<file path="src/rtl/bf_scan_scheduler.sv">
// Frame-level raster sequencer for the delay-and-sum beamformer core.
// Walks lateral lines (outer) and depth points (inner), issues one core
// request per focal point, and forwards each result on a valid/ready stream.
module bf_scan_scheduler #(
    parameter int COORD_W = 16,
    parameter int OUT_W   = 18,
    parameter int NUM_X   = 4,
    parameter int NUM_Z   = 256,
    parameter int X_START = 0,
    parameter int X_STEP  = 1,
    parameter int Z_START = 0,
    parameter int Z_STEP  = 1,
    parameter int TIMEOUT = 1023,
    localparam int XW = (NUM_X > 1) ? $clog2(NUM_X) : 1,
    localparam int ZW = (NUM_Z > 1) ? $clog2(NUM_Z) : 1
) (
    input  logic               clk,
    input  logic               reset,
    input  logic               start,
    input  logic               abort,
    output logic               busy,
    output logic               frame_done,
    output logic               err_timeout,
    output logic               bf_start,
    output logic [COORD_W-1:0] bf_x_f,
    output logic [COORD_W-1:0] bf_z_f,
    input  logic               bf_valid,
    input  logic [OUT_W-1:0]   bf_data,
    output logic               pix_valid,
    input  logic               pix_ready,
    output logic [OUT_W-1:0]   pix_data,
    output logic [XW-1:0]      pix_x_idx,
    output logic [ZW-1:0]      pix_z_idx,
    output logic               pix_last,
    output logic [1:0]         debug_state
);

    localparam int CW = (TIMEOUT > 1) ? $clog2(TIMEOUT + 1) : 1;

    localparam logic [XW-1:0]      X_LAST  = XW'(NUM_X - 1);
    localparam logic [ZW-1:0]      Z_LAST  = ZW'(NUM_Z - 1);
    localparam logic [CW-1:0]      CNT_END = CW'(TIMEOUT - 1);
    localparam logic [COORD_W-1:0] X_INIT  = COORD_W'(X_START);
    localparam logic [COORD_W-1:0] Z_INIT  = COORD_W'(Z_START);
    localparam logic [COORD_W-1:0] X_INC   = COORD_W'(X_STEP);
    localparam logic [COORD_W-1:0] Z_INC   = COORD_W'(Z_STEP);

    typedef enum logic [1:0] {
        S_IDLE   = 2'd0,
        S_ISSUE  = 2'd1,
        S_WAIT   = 2'd2,
        S_OUTPUT = 2'd3
    } state_t;

    state_t             state_q, state_d;
    logic [COORD_W-1:0] x_q, x_d, z_q, z_d;
    logic [XW-1:0]      ix_q, ix_d;
    logic [ZW-1:0]      iz_q, iz_d;
    logic [CW-1:0]      cnt_q, cnt_d;
    logic [OUT_W-1:0]   pix_data_q, pix_data_d;
    logic [XW-1:0]      pix_xi_q, pix_xi_d;
    logic [ZW-1:0]      pix_zi_q, pix_zi_d;
    logic               pix_last_q, pix_last_d;
    logic               pix_valid_q, pix_valid_d;
    logic               bf_start_q, bf_start_d;
    logic               busy_q, busy_d;
    logic               done_q, done_d;
    logic               err_q, err_d;

    // Next-state and datapath: raster walk, capture, timeout, abort override.
    // Strobe outputs are derived from the next state so they are registered.
    always_comb begin
        state_d    = state_q;
        x_d        = x_q;
        z_d        = z_q;
        ix_d       = ix_q;
        iz_d       = iz_q;
        cnt_d      = '0;
        pix_data_d = pix_data_q;
        pix_xi_d   = pix_xi_q;
        pix_zi_d   = pix_zi_q;
        pix_last_d = 1'b0;
        done_d     = 1'b0;
        err_d      = 1'b0;

        if (abort) begin
            state_d = S_IDLE;
        end else begin
            case (state_q)
                S_IDLE: begin
                    if (start) begin
                        ix_d    = '0;
                        iz_d    = '0;
                        x_d     = X_INIT;
                        z_d     = Z_INIT;
                        state_d = S_ISSUE;
                    end
                end
                S_ISSUE: begin
                    state_d = S_WAIT;
                end
                S_WAIT: begin
                    // A result on the final counted cycle still wins over timeout.
                    if (bf_valid) begin
                        pix_data_d = bf_data;
                        pix_xi_d   = ix_q;
                        pix_zi_d   = iz_q;
                        pix_last_d = (ix_q == X_LAST) && (iz_q == Z_LAST);
                        state_d    = S_OUTPUT;
                    end else if (cnt_q == CNT_END) begin
                        err_d   = 1'b1;
                        state_d = S_IDLE;
                    end else begin
                        cnt_d = cnt_q + CW'(1);
                    end
                end
                S_OUTPUT: begin
                    pix_last_d = pix_last_q;
                    if (pix_ready) begin
                        pix_last_d = 1'b0;
                        if (pix_last_q) begin
                            done_d  = 1'b1;
                            state_d = S_IDLE;
                        end else begin
                            if (iz_q == Z_LAST) begin
                                iz_d = '0;
                                z_d  = Z_INIT;
                                ix_d = ix_q + XW'(1);
                                x_d  = x_q + X_INC;
                            end else begin
                                iz_d = iz_q + ZW'(1);
                                z_d  = z_q + Z_INC;
                            end
                            state_d = S_ISSUE;
                        end
                    end
                end
                default: state_d = S_IDLE;
            endcase
        end

        pix_valid_d = (state_d == S_OUTPUT);
        bf_start_d  = (state_d == S_ISSUE);
        busy_d      = (state_d != S_IDLE);
    end

    // State and registered outputs; async reset returns everything to idle.
    always_ff @(posedge clk or negedge reset) begin
        if (!reset) begin
            state_q     <= S_IDLE;
            x_q         <= X_INIT;
            z_q         <= Z_INIT;
            ix_q        <= '0;
            iz_q        <= '0;
            cnt_q       <= '0;
            pix_data_q  <= '0;
            pix_xi_q    <= '0;
            pix_zi_q    <= '0;
            pix_last_q  <= 1'b0;
            pix_valid_q <= 1'b0;
            bf_start_q  <= 1'b0;
            busy_q      <= 1'b0;
            done_q      <= 1'b0;
            err_q       <= 1'b0;
        end else begin
            state_q     <= state_d;
            x_q         <= x_d;
            z_q         <= z_d;
            ix_q        <= ix_d;
            iz_q        <= iz_d;
            cnt_q       <= cnt_d;
            pix_data_q  <= pix_data_d;
            pix_xi_q    <= pix_xi_d;
            pix_zi_q    <= pix_zi_d;
            pix_last_q  <= pix_last_d;
            pix_valid_q <= pix_valid_d;
            bf_start_q  <= bf_start_d;
            busy_q      <= busy_d;
            done_q      <= done_d;
            err_q       <= err_d;
        end
    end

    assign busy        = busy_q;
    assign frame_done  = done_q;
    assign err_timeout = err_q;
    assign bf_start    = bf_start_q;
    assign bf_x_f      = x_q;
    assign bf_z_f      = z_q;
    assign pix_valid   = pix_valid_q;
    assign pix_data    = pix_data_q;
    assign pix_x_idx   = pix_xi_q;
    assign pix_z_idx   = pix_zi_q;
    assign pix_last    = pix_last_q;
    assign debug_state = state_q;

endmodule

</file>
<file path="config.mk">
export PLATFORM = sky130hd
export DESIGN_NAME = bf_scan_scheduler
export DESIGN_NICKNAME = d
export VERILOG_FILES = /design/src/rtl/bf_scan_scheduler.sv
export SDC_FILE = /design/constraint.sdc
export NUM_CORES = 1
export LEC_CHECK = 0
export BUFFER_PORTS_ARGS = -buffer_cell sky130_fd_sc_hd__buf_2
export CAP_MARGIN = 5
export CORE_MARGIN = 1
export CORE_UTILIZATION = 49
export CTS_BUF_LIST = sky130_fd_sc_hd__clkbuf_4 sky130_fd_sc_hd__clkbuf_8 sky130_fd_sc_hd__clkbuf_16
export DETAILED_ROUTE_END_ITERATION = 8
export HOLD_SLACK_MARGIN = 0.03
export PLACE_DENSITY_LB_ADDON = 0.25
export SLEW_MARGIN = 20
export SYNTH_ARGS = -nofsm -noshare
export SYNTH_HDL_FRONTEND = slang
export SYNTH_SLANG_ARGS = --single-unit
</file>
<file path="constraint.sdc">
create_clock -name clk -period 2.15 [get_ports clk]
set_clock_uncertainty 0.15 [all_clocks]
set_input_delay 0.1075 -clock clk [delete_from_list [all_inputs] [get_ports clk]]
set_output_delay 0.1075 -clock clk [all_outputs]
set_load 0.1 [all_outputs]
</file>
# Word-level counts from Yosys, hierarchy flattened
# Cells that the tools add are included.
[word_totals]
ff_bits = 88
output_inout_bits = 68
elab_cells = 83
[op_classes]
add_sub_neg = 5
n_eq_ne = 13
mux = 42
bitwise_logic = 1
reduce_logical = 7
[op_table]
columns = ["operator", "n"]
rows = [
  ["$mux 16", 7],
  ["$pmux 16 s2", 2],
  ["$mux 10", 4],
  ["$add 16x1->16 const B", 2],
  ["$mux 8", 4],
  ["$mux 2", 9],
  ["$pmux 8 s2", 1],
  ["$mux 1", 12],
  ["$add 10x1->10 const B", 1],
  ["$eq 10x10->1 const B", 1],
  ["$add 8x1->8 const B", 1],
  ["$eq 2x2->1 const B", 4],
  ["$eq 8x8->1 const B", 1],
  ["$ne 2x2->1 const B", 4],
  ["$pmux 2 s4", 1],
  ["$reduce_and 6->1", 1],
  ["$reduce_and 5->1", 1],
  ["$eq 2x1->1 const B", 2],
  ["$pmux 2 s2", 1],
  ["$reduce_bool 2->1", 2],
  ["$ne 3x3->1 const B", 1],
  ["$reduce_and 3->1", 1],
  ["$add 2x1->2 const B", 1],
  ["$logic_not 2->1", 1],
  ["other kinds (3)", 3],
]

# Logic depth before layout (Yosys ltp)
# Gate-level depths: netlist of the first run.
[logic_depth]
ltp_word = 6
ltp_mapped = 9

# Worst setup path after synthesis of the first run
# No wires, ideal clock.
[synth_timing]
path_kind = "register to register"
from = "register state_q[0] (netlist: debug_state[0])"
to = "register x_q[7] (netlist: bf_x_f[7])"
arrival_time_ns = 2.898
t_required_ns = 1.922
path_slack_ns = -0.976
path_stages_with_launch = 8
synth_period_minus_slack_ns = 3.126
path_cell_list = "dfrtp_1 -> inv_1 -> ha_1 -> or4_4 -> o21a_1 -> clkbuf_2 -> or3_1 -> a21oi_1"
[synth_between]
elab_chain_len = 3
word_cells_on_any_way = 9
classes_between = "5 x eq/ne; 1 x mux; 3 x reduce/logical"
[synth_lines]
columns = ["item", "line", "source"]
rows = [
  ["start: declaration", "55", "state_t state_q, state_d;"],
  ["start signal: assignment", "166", "state_q <= state_d;"],
  ["$eq 2x2->1 / $logic_not 2->1 (equally long branches)", "89", "case (state_q)"],
  ["$ne 2x2->1 (no line) / $reduce_bool 2->1 (equally long branches)", "-", ""],
  ["$reduce_and 6->1 (no line)", "-", ""],
  ["end signal: assignment", "151", "x_q <= X_INIT;"],
  ["end signal: assignment", "167", "x_q <= x_d;"],
  ["end: declaration", "56", "logic [COORD_W-1:0] x_q, x_d, z_q, z_d;"],
]
# Several ways; a longest one is shown, not always the timed one.
# A chain may end at the register's enable or synchronous reset.

# Final worst setup path of the first run
[layout_timing]
from = "register state_q[1] (netlist: debug_state[1])"
to = "register x_q[2] (netlist: bf_x_f[2])"
# The elaborated chain is that of the path after synthesis.

==> out/metrics.cfg, run 1 <==
[detailed_routing]
drc_errors=0
drtIter0Drc=113
drt_first_pass_iters=4
final_antenna_net_count=0
vias=3524
wl_per_cell_microns=15.9
drt_wl_total_microns=10400
vias_per_cell=5.41

[setup_path]
slowest_delay_ns=0.48
cp.required_ns=2.27
cp_max_fo=5
critPathKind=flop to flop
worstSetupStartpointType=flop
critPathTopFamily=simple AND/OR/NAND/NOR gates
crit_slowest_cell=or4_4
crit_arrival_ns=2.45
cp-end-kind=flop
path_cells=inv_4 > ha_4 > nor2b_4 > or4_4 > o21a_4 > buf_12 > or3_1 > a21oi_2
timing.critical_path.buf_inv=2

[sta]
setup_viol=39
slew_headroom_pct=55.6
worst_slack_ns=-0.171
worst_pin_slew_ns=0.664
period_share_pct=108
timing.final.max_slew_violations=0
hold_viol=0
grt_setup_unrepaired=true
fmax_mhz=431
period_minus_slack_ns=2.32

[synth]
yosysTopAreaCell=dfrtp_1
synth_warnings=0
synthTopCellsByCount=88 x dfrtp_1, 30 x nand2_1, 28 x mux2_2, 28 x nor2_1, 25 x nand3_1
ys_ff_latch=88
synth_cells=379
ys.flop_type=dfrtp_1
synth_edf_count=0
synthTopCellsByArea=dfrtp_1 54%, mux2_2 7.7%, ha_1 3.1%, nand3_1 3.1%, xnor2_1 3.0%
yosysMostFrequentCell=dfrtp_1
netlist_area_sq_mm=0.00410
netlist-cell-type-count=47
synth_nets=413
synth.avg_cell_area_sq_um=10.8
ys_seq_area_share_pct=53.7
async_flop_share_pct=100
synth_top_area_share_pct=53.7

[placement]
placedCellCount=593
port_buffers=91
hpwl_microns=6130
placed_area_sq_mm=0.00495
place_congestion=0.796

[run]
maxCapViolCount=0

[clocking]
path_clk_slew_ns=0.09
cts-root-buf=clkbuf_8
cts.sinks=88
cts_max_path_buffers=2
cts_tree=done
cts_made_buffers=9
h-tree-depth=3
clock_latency_ns=0.36

[floorplanning]
core_sq_mm=0.00818
start_util_pct=50.2
fp-row-count=33
die_area_sq_mm=0.00874
fp.dieW_microns=93.5
die_h_microns=93.5
ios=92

[global_route]
grt_overflow_total=0
grt_pass1_wl_microns=16100
antenna_found_initial=0
grt_max_degree=49
first_global_vias=3399
grt_use_total_pct=23.5

[final_layout]
drive_above_1_share_pct=45.8
n_fill_cell=581
final_area_sq_mm=0.00596
final_cells=651
nNetsFinal=575
final_util_pct=72.9
area_growth_pct=45.4
n_antenna_cell=0

[power_and_ir_drop]
ir_drop_mv=1.44
power_density_mw_per_mm2=1150
p_total_w=0.00685
power.leakage_nw=2.92

[run_status]
outcome=finished with violations
violations=negative setup slack

[hold_path]
hold_path.class=input port to flop

[per-stage QoR]
step           worst slack (ns)  hold WS [ns]  setup TNS (ns)
3_5_place_dp             -0.259       -0.0200           -4.23
2_1_floorplan            -0.317        -0.338           -7.72
3_3_place_gp             -0.194       -0.0254           -3.01
4_1_cts                  -0.178        0.0611           -2.17
6_report                 -0.171         0.106           -3.69
5_1_grt                  -0.231         0.118           -5.83
[cell families (layout without fill, tap and decap cells)]
| logic type | after synthesis | in the layout | share of synthesized area, % |
|---|---|---|---|
| AOI/OAI and AO/OA | 57 | 57 | 8.36 |
| xor gates and xnor gates | 21 | 21 | 4.48 |
| DFF | 88 | 88 | 53.7 |
| muxes | 29 | 29 | 7.93 |
| and+or+nand+nor | 152 | 152 | 19.6 |
| adders and majority gates | 10 | 10 | 3.05 |
| buffers and inverters | 22 | 189 | 2.90 |
[layout by cell type, fill, tap and decap left out, types with 3 or more instances in the layout]
| master | n |
|---|---|
| nor3_1 | 3 |
| nor3b_1 | 3 |
| bufinv_16 | 3 |
| a21oi_1 | 11 |
| or3_1 | 12 |
| o21ai_0 | 9 |
| clkbuf_16 | 3 |
| ha_1 | 9 |
| a22o_1 | 4 |
| o21ai_1 | 13 |
| and3_1 | 5 |
| xor2_1 | 7 |
| buf_12 | 5 |
| inv_1 | 6 |
| nand4_1 | 7 |
| a21oi_2 | 6 |
| and4_1 | 4 |
| buf_4 | 33 |
| clkbuf_8 | 9 |
| nand2_2 | 3 |
| xnor2_1 | 14 |
| or3_4 | 4 |
| dlygate4sd3_1 | 21 |
| nand2_1 | 27 |
| nor2_1 | 28 |
| dfrtp_1 | 75 |
| nor4_4 | 5 |
| buf_6 | 11 |
| or4_4 | 3 |
| buf_2 | 90 |
| nor3_4 | 7 |
| dfrtp_2 | 11 |
| mux2_2 | 28 |
| nand3_1 | 23 |
| and2_1 | 3 |
[flip-flops by register name, indices dropped and copies added (netlist names)]
name,count
bf_x_f,16
bf_start,1
ix_q,2
pix_last,1
pix_z_idx,8
busy,1
bf_z_f,16
pix_x_idx,2
err_timeout,1
iz_q,8
debug_state,2
cnt_q,10
frame_done,1
pix_data,18
pix_valid,1
[cell type report]
class / instances / area, sq um / area share [%]
clock buffer: 10 / 131 / 2.20
clock inverter: 6 / 118 / 1.97
tap: 105 / 131 / 2.20
sequential: 88 / 2220 / 37.3
timing repair buffer: 165 / 1250 / 21.0
multi-input combinational: 269 / 2070 / 34.7
inverter: 8 / 35.0 / 0.587
[worst paths after layout]
kind | from | to | slack (ns) | depth (start not counted)
max | debug_state[1] | bf_x_f[2] | -0.17 | 8
min | abort | err_timeout | 0.11 | 3
max in group asynchronous | reset | bf_x_f[0] | 1.06 | 3
min in group asynchronous | reset | bf_x_f[7] | 0.13 | 2
max reg2reg | debug_state[1] | bf_x_f[2] | -0.17 | 8
min reg2reg | pix_z_idx[6] | pix_z_idx[6] | 0.36 | 1
[routing by layer]
metal	share of wire (%)	routed length, microns	global-route usage (%)	up-vias
met5	0	0	0	-
met4	1.1	118	7.69	0
met3	4.9	507	4.55	9
met2	51	5310	40.3	89
met1	43	4440	29.8	1742
li1	-	-	-	1684
[tightest hold or removal path, stage by stage]
cell and delay (ns):
buf_2 0.19, buf_4 0.20, nor4b_1 0.06
[report_power, final]
part	switching, W	leakage [nW]	total [W]	internal, W
Combinational	0.00241	1.63	0.00341	0.00100
Sequential	0.000133	1.17	0.00202	0.00189
Clock	0.000613	0.122	0.00141	0.000796
Total	0.00316	2.92	0.00685	0.00369
[repair_timing]
action	in CTS	in global routing
hold buffers	21	0
endpoints found under the hold margin	75	0
resized for setup	30	43
endpoints found under the setup margin	34	37
gates cloned	1	3
buffers inserted	4	14
pin swaps	7	16
(Power assumes the default switching activity.)
==> run 2, diff against run 1 <==
--- a/config.mk
+++ b/config.mk
@@ -8,11 +8,12 @@
 export BUFFER_PORTS_ARGS = -buffer_cell sky130_fd_sc_hd__buf_2
 export CAP_MARGIN = 5
 export CORE_MARGIN = 1
-export CORE_UTILIZATION = 49
+export CORE_UTILIZATION = 54
 export CTS_BUF_LIST = sky130_fd_sc_hd__clkbuf_4 sky130_fd_sc_hd__clkbuf_8 sky130_fd_sc_hd__clkbuf_16
 export DETAILED_ROUTE_END_ITERATION = 8
 export HOLD_SLACK_MARGIN = 0.03
 export PLACE_DENSITY_LB_ADDON = 0.25
+export REMOVE_ABC_BUFFERS = 1
 export SLEW_MARGIN = 20
 export SYNTH_ARGS = -nofsm -noshare
 export SYNTH_HDL_FRONTEND = slang
==> constraint.sdc (replaced) <==
create_clock -name clk -period 2.5 [get_ports clk]
set_clock_uncertainty 0.15 [all_clocks]
set_input_delay 0.125 -clock clk [delete_from_list [all_inputs] [get_ports clk]]
set_output_delay 0.125 -clock clk [all_outputs]
set_load 0.1 [all_outputs]
==> run 2 against run 1 <==
Net effect:
- the flow now finishes without violations
- critical endpoint is now bf_x_f[12]
- sequential cell count unchanged
- largest cell class unchanged
- via count fell by 5.4%
- setup slack gained 0.23 ns
- cell count shrank 6.9%
==> out/metrics.cfg, run 2 (synthesized netlist as in run 1, its figures left out) <==
[power_and_ir_drop]
power.leakage_nw=2.54  ; -13%
p_int_w=0.00280  ; -24%
p_seq_share_pct=32.7  ; +3.1 points
clockPowerShare_pct=22.5  ; +1.9 points
combPwrFrac_pct=44.8  ; -5.1 points
ir_drop_mv=0.723  ; -50%
power_switching_w=0.00248  ; -21%
netSwitchingFraction_pct=47.0  ; +0.88 points
power_density_mw_per_mm2=1010  ; -12%

[clocking]
h-tree-depth=3  ; unchanged
cts-root-buf=clkbuf_8
cts.sinks=88  ; unchanged
cts_max_path_buffers=2  ; unchanged
cts_tree=done
cts_made_buffers=9  ; unchanged
clock_latency_ns=0.36  ; about the same
path_clk_slew_ns=0.09  ; about the same

[setup_path]
r2r-start=debug_state[1]
crit_arrival_ns=2.56  ; +0.11 ns
cp.required_ns=2.62  ; +0.35 ns
path_cells=inv_2 > ha_2 > or4_4 > o21a_4 > buf_12 > or3_1 > a21oi_1
timing.rr.end=bf_x_f[12]
slowest_delay_ns=0.53  ; +0.05 ns
reg2reg_depth=7  ; -1
worstSetupStartpointType=flop
cp-end-kind=flop
cp_max_fo=22  ; +17
critPathKind=flop to flop
crit_slowest_cell=or4_4
crit_path_start=debug_state[1]
reg2reg_slack_ns=0.06  ; +0.23 ns

[hold_path]
hold_path.class=input port to async pin

[floorplanning]
core_sq_mm=0.00729  ; -11%
die_area_sq_mm=0.00795  ; -9.1%
fp.dieW_microns=89.2  ; -4.6%
start_util_pct=56.2  ; +6.1 points
ios=92  ; unchanged
die_h_microns=89.2  ; -4.6%
fp-row-count=31  ; -6.1%

[sta]
period_minus_slack_ns=2.44  ; +0.121 ns
fmax_mhz=409  ; -5.0%
final.setup.tns_ns=0  ; +3.69 ns
period_share_pct=97.7  ; -10 points
hold_viol=0  ; unchanged
worst_pin_slew_ns=0.588  ; -0.0762 ns
hold_slack_ns=0.150  ; +0.0440 ns
slew_headroom_pct=60.8  ; +5.2 points
setup_viol=0  ; -100%
timing.final.max_slew_violations=0  ; unchanged

[final_layout]
drive_above_1_share_pct=32.1  ; -14 points
largest_reg_flops=18  ; unchanged
final_common_cell=buf_2
nNetsFinal=538  ; -6.4%
final_area_sq_mm=0.00522  ; -12%
final_cell_mix=90 x buf_2, 88 x dfrtp_1, 30 x nand2_1
n_antenna_cell=0  ; unchanged
area_growth_pct=27.3
final_util_pct=71.6  ; -1.3 points

[placement]
placed_area_sq_mm=0.00473  ; -4.4%
hpwl_microns=5920  ; -3.4%
port_buffers=91  ; unchanged
place_congestion=0.787  ; -1.2%

[detailed_routing]
drc_errors=0  ; unchanged
wl_per_cell_microns=14.9  ; -6.4%
vias_per_cell=5.50  ; +1.6%
drt_wl_total_microns=9030  ; -13%
final_antenna_net_count=0  ; unchanged
drt_first_pass_iters=6  ; +2
vias=3332  ; -5.4%
drtIter0Drc=134  ; +19%

[run_status]
outcome=complete, no violations

[global_route]
grt_max_degree=48  ; -2.0%
grt_pass1_wl_microns=14900  ; -7.3%
grt_use_total_pct=24.6  ; +1.1 points
grt_overflow_total=0  ; unchanged
antenna_found_initial=0  ; unchanged
first_global_vias=3241  ; -4.6%

[run]
maxCapViolCount=0  ; unchanged

## run 2: changes by cell type in the layout (fill, tap and decap cells not counted), moves of 7 or more
cell,before,now
dfrtp_2,11,0
nor3_4,7,0
buf_4,33,13
o21ai_0,9,23
dfrtp_1,75,88
buf_6,11,0
o21ai_1,13,1
nor3_1,3,12
## run 2: worst max-delay path, delay by kind of cell, from the launching register on
family          cells  cell delay, ns
compound gates      2            0.40
fa+ha+maj           1            0.30
simple gates        2            0.87
buf+inv             2            0.23
flops               1            0.40
## run 2: worst max path at each step
stage,cells after the start,to
2_1_floorplan,6,bf_x_f[11]
3_3_place_gp,7,bf_x_f[13]
3_5_place_dp,7,bf_x_f[14]
4_1_cts,7,bf_x_f[12]
5_1_grt,7,bf_x_f[4]
6_report,7,bf_x_f[12]
## run 2: power groups by stage
stage	registers, W	clock network (W)	logic (W)
finish	0.00173	0.00119	0.00236
global route	0.00175	0.00126	0.00246
CTS	0.00172	0.00121	0.00235
detailed placement	0.00174	0	0.00232
global placement	0.00173	0	0.00229
floorplan	0.00315	0	0.000410
## run 2: routing by layer
layer / track usage (%) / up-vias / share of wire (%)
met5: 0 / - / 0
met4: 10.7 / 0 / 1.8
met3: 4.34 / 18 / 5.2
met2: 42.3 / 95 / 51
met1: 30.8 / 1623 / 42
li1: - / 1596 / -
## run 2: cell type report
class	count	area, sq um
Multi-Input combinational cell	269	1810
Fill cell	574	2070
Tap cell	99	124
Clock buffer	11	151
Timing Repair Buffer	128	818
Inverter	8	30.0
Sequential cell	88	2200
Clock inverter	3	90.1
## run 2: metrics by stage
stage / power [W] / setup WS [ns] / cells
finish: 0.00528 / 0.0575 / 606
global route: 0.00547 / -0.00150 / 606
CTS: 0.00528 / 0.0108 / 606
detailed placement: 0.00407 / 0.0458 / 569
global placement: 0.00403 / 0.128 / 569
floorplan: 0.00356 / -1.42 / 365
## run 2: what timing repair did
item,CTS,global route
endpoints found under the setup margin,0,12
gates resized for setup,0,7
hold endpoints to repair,66,0
setup buffers,0,0
hold buffers,23,0
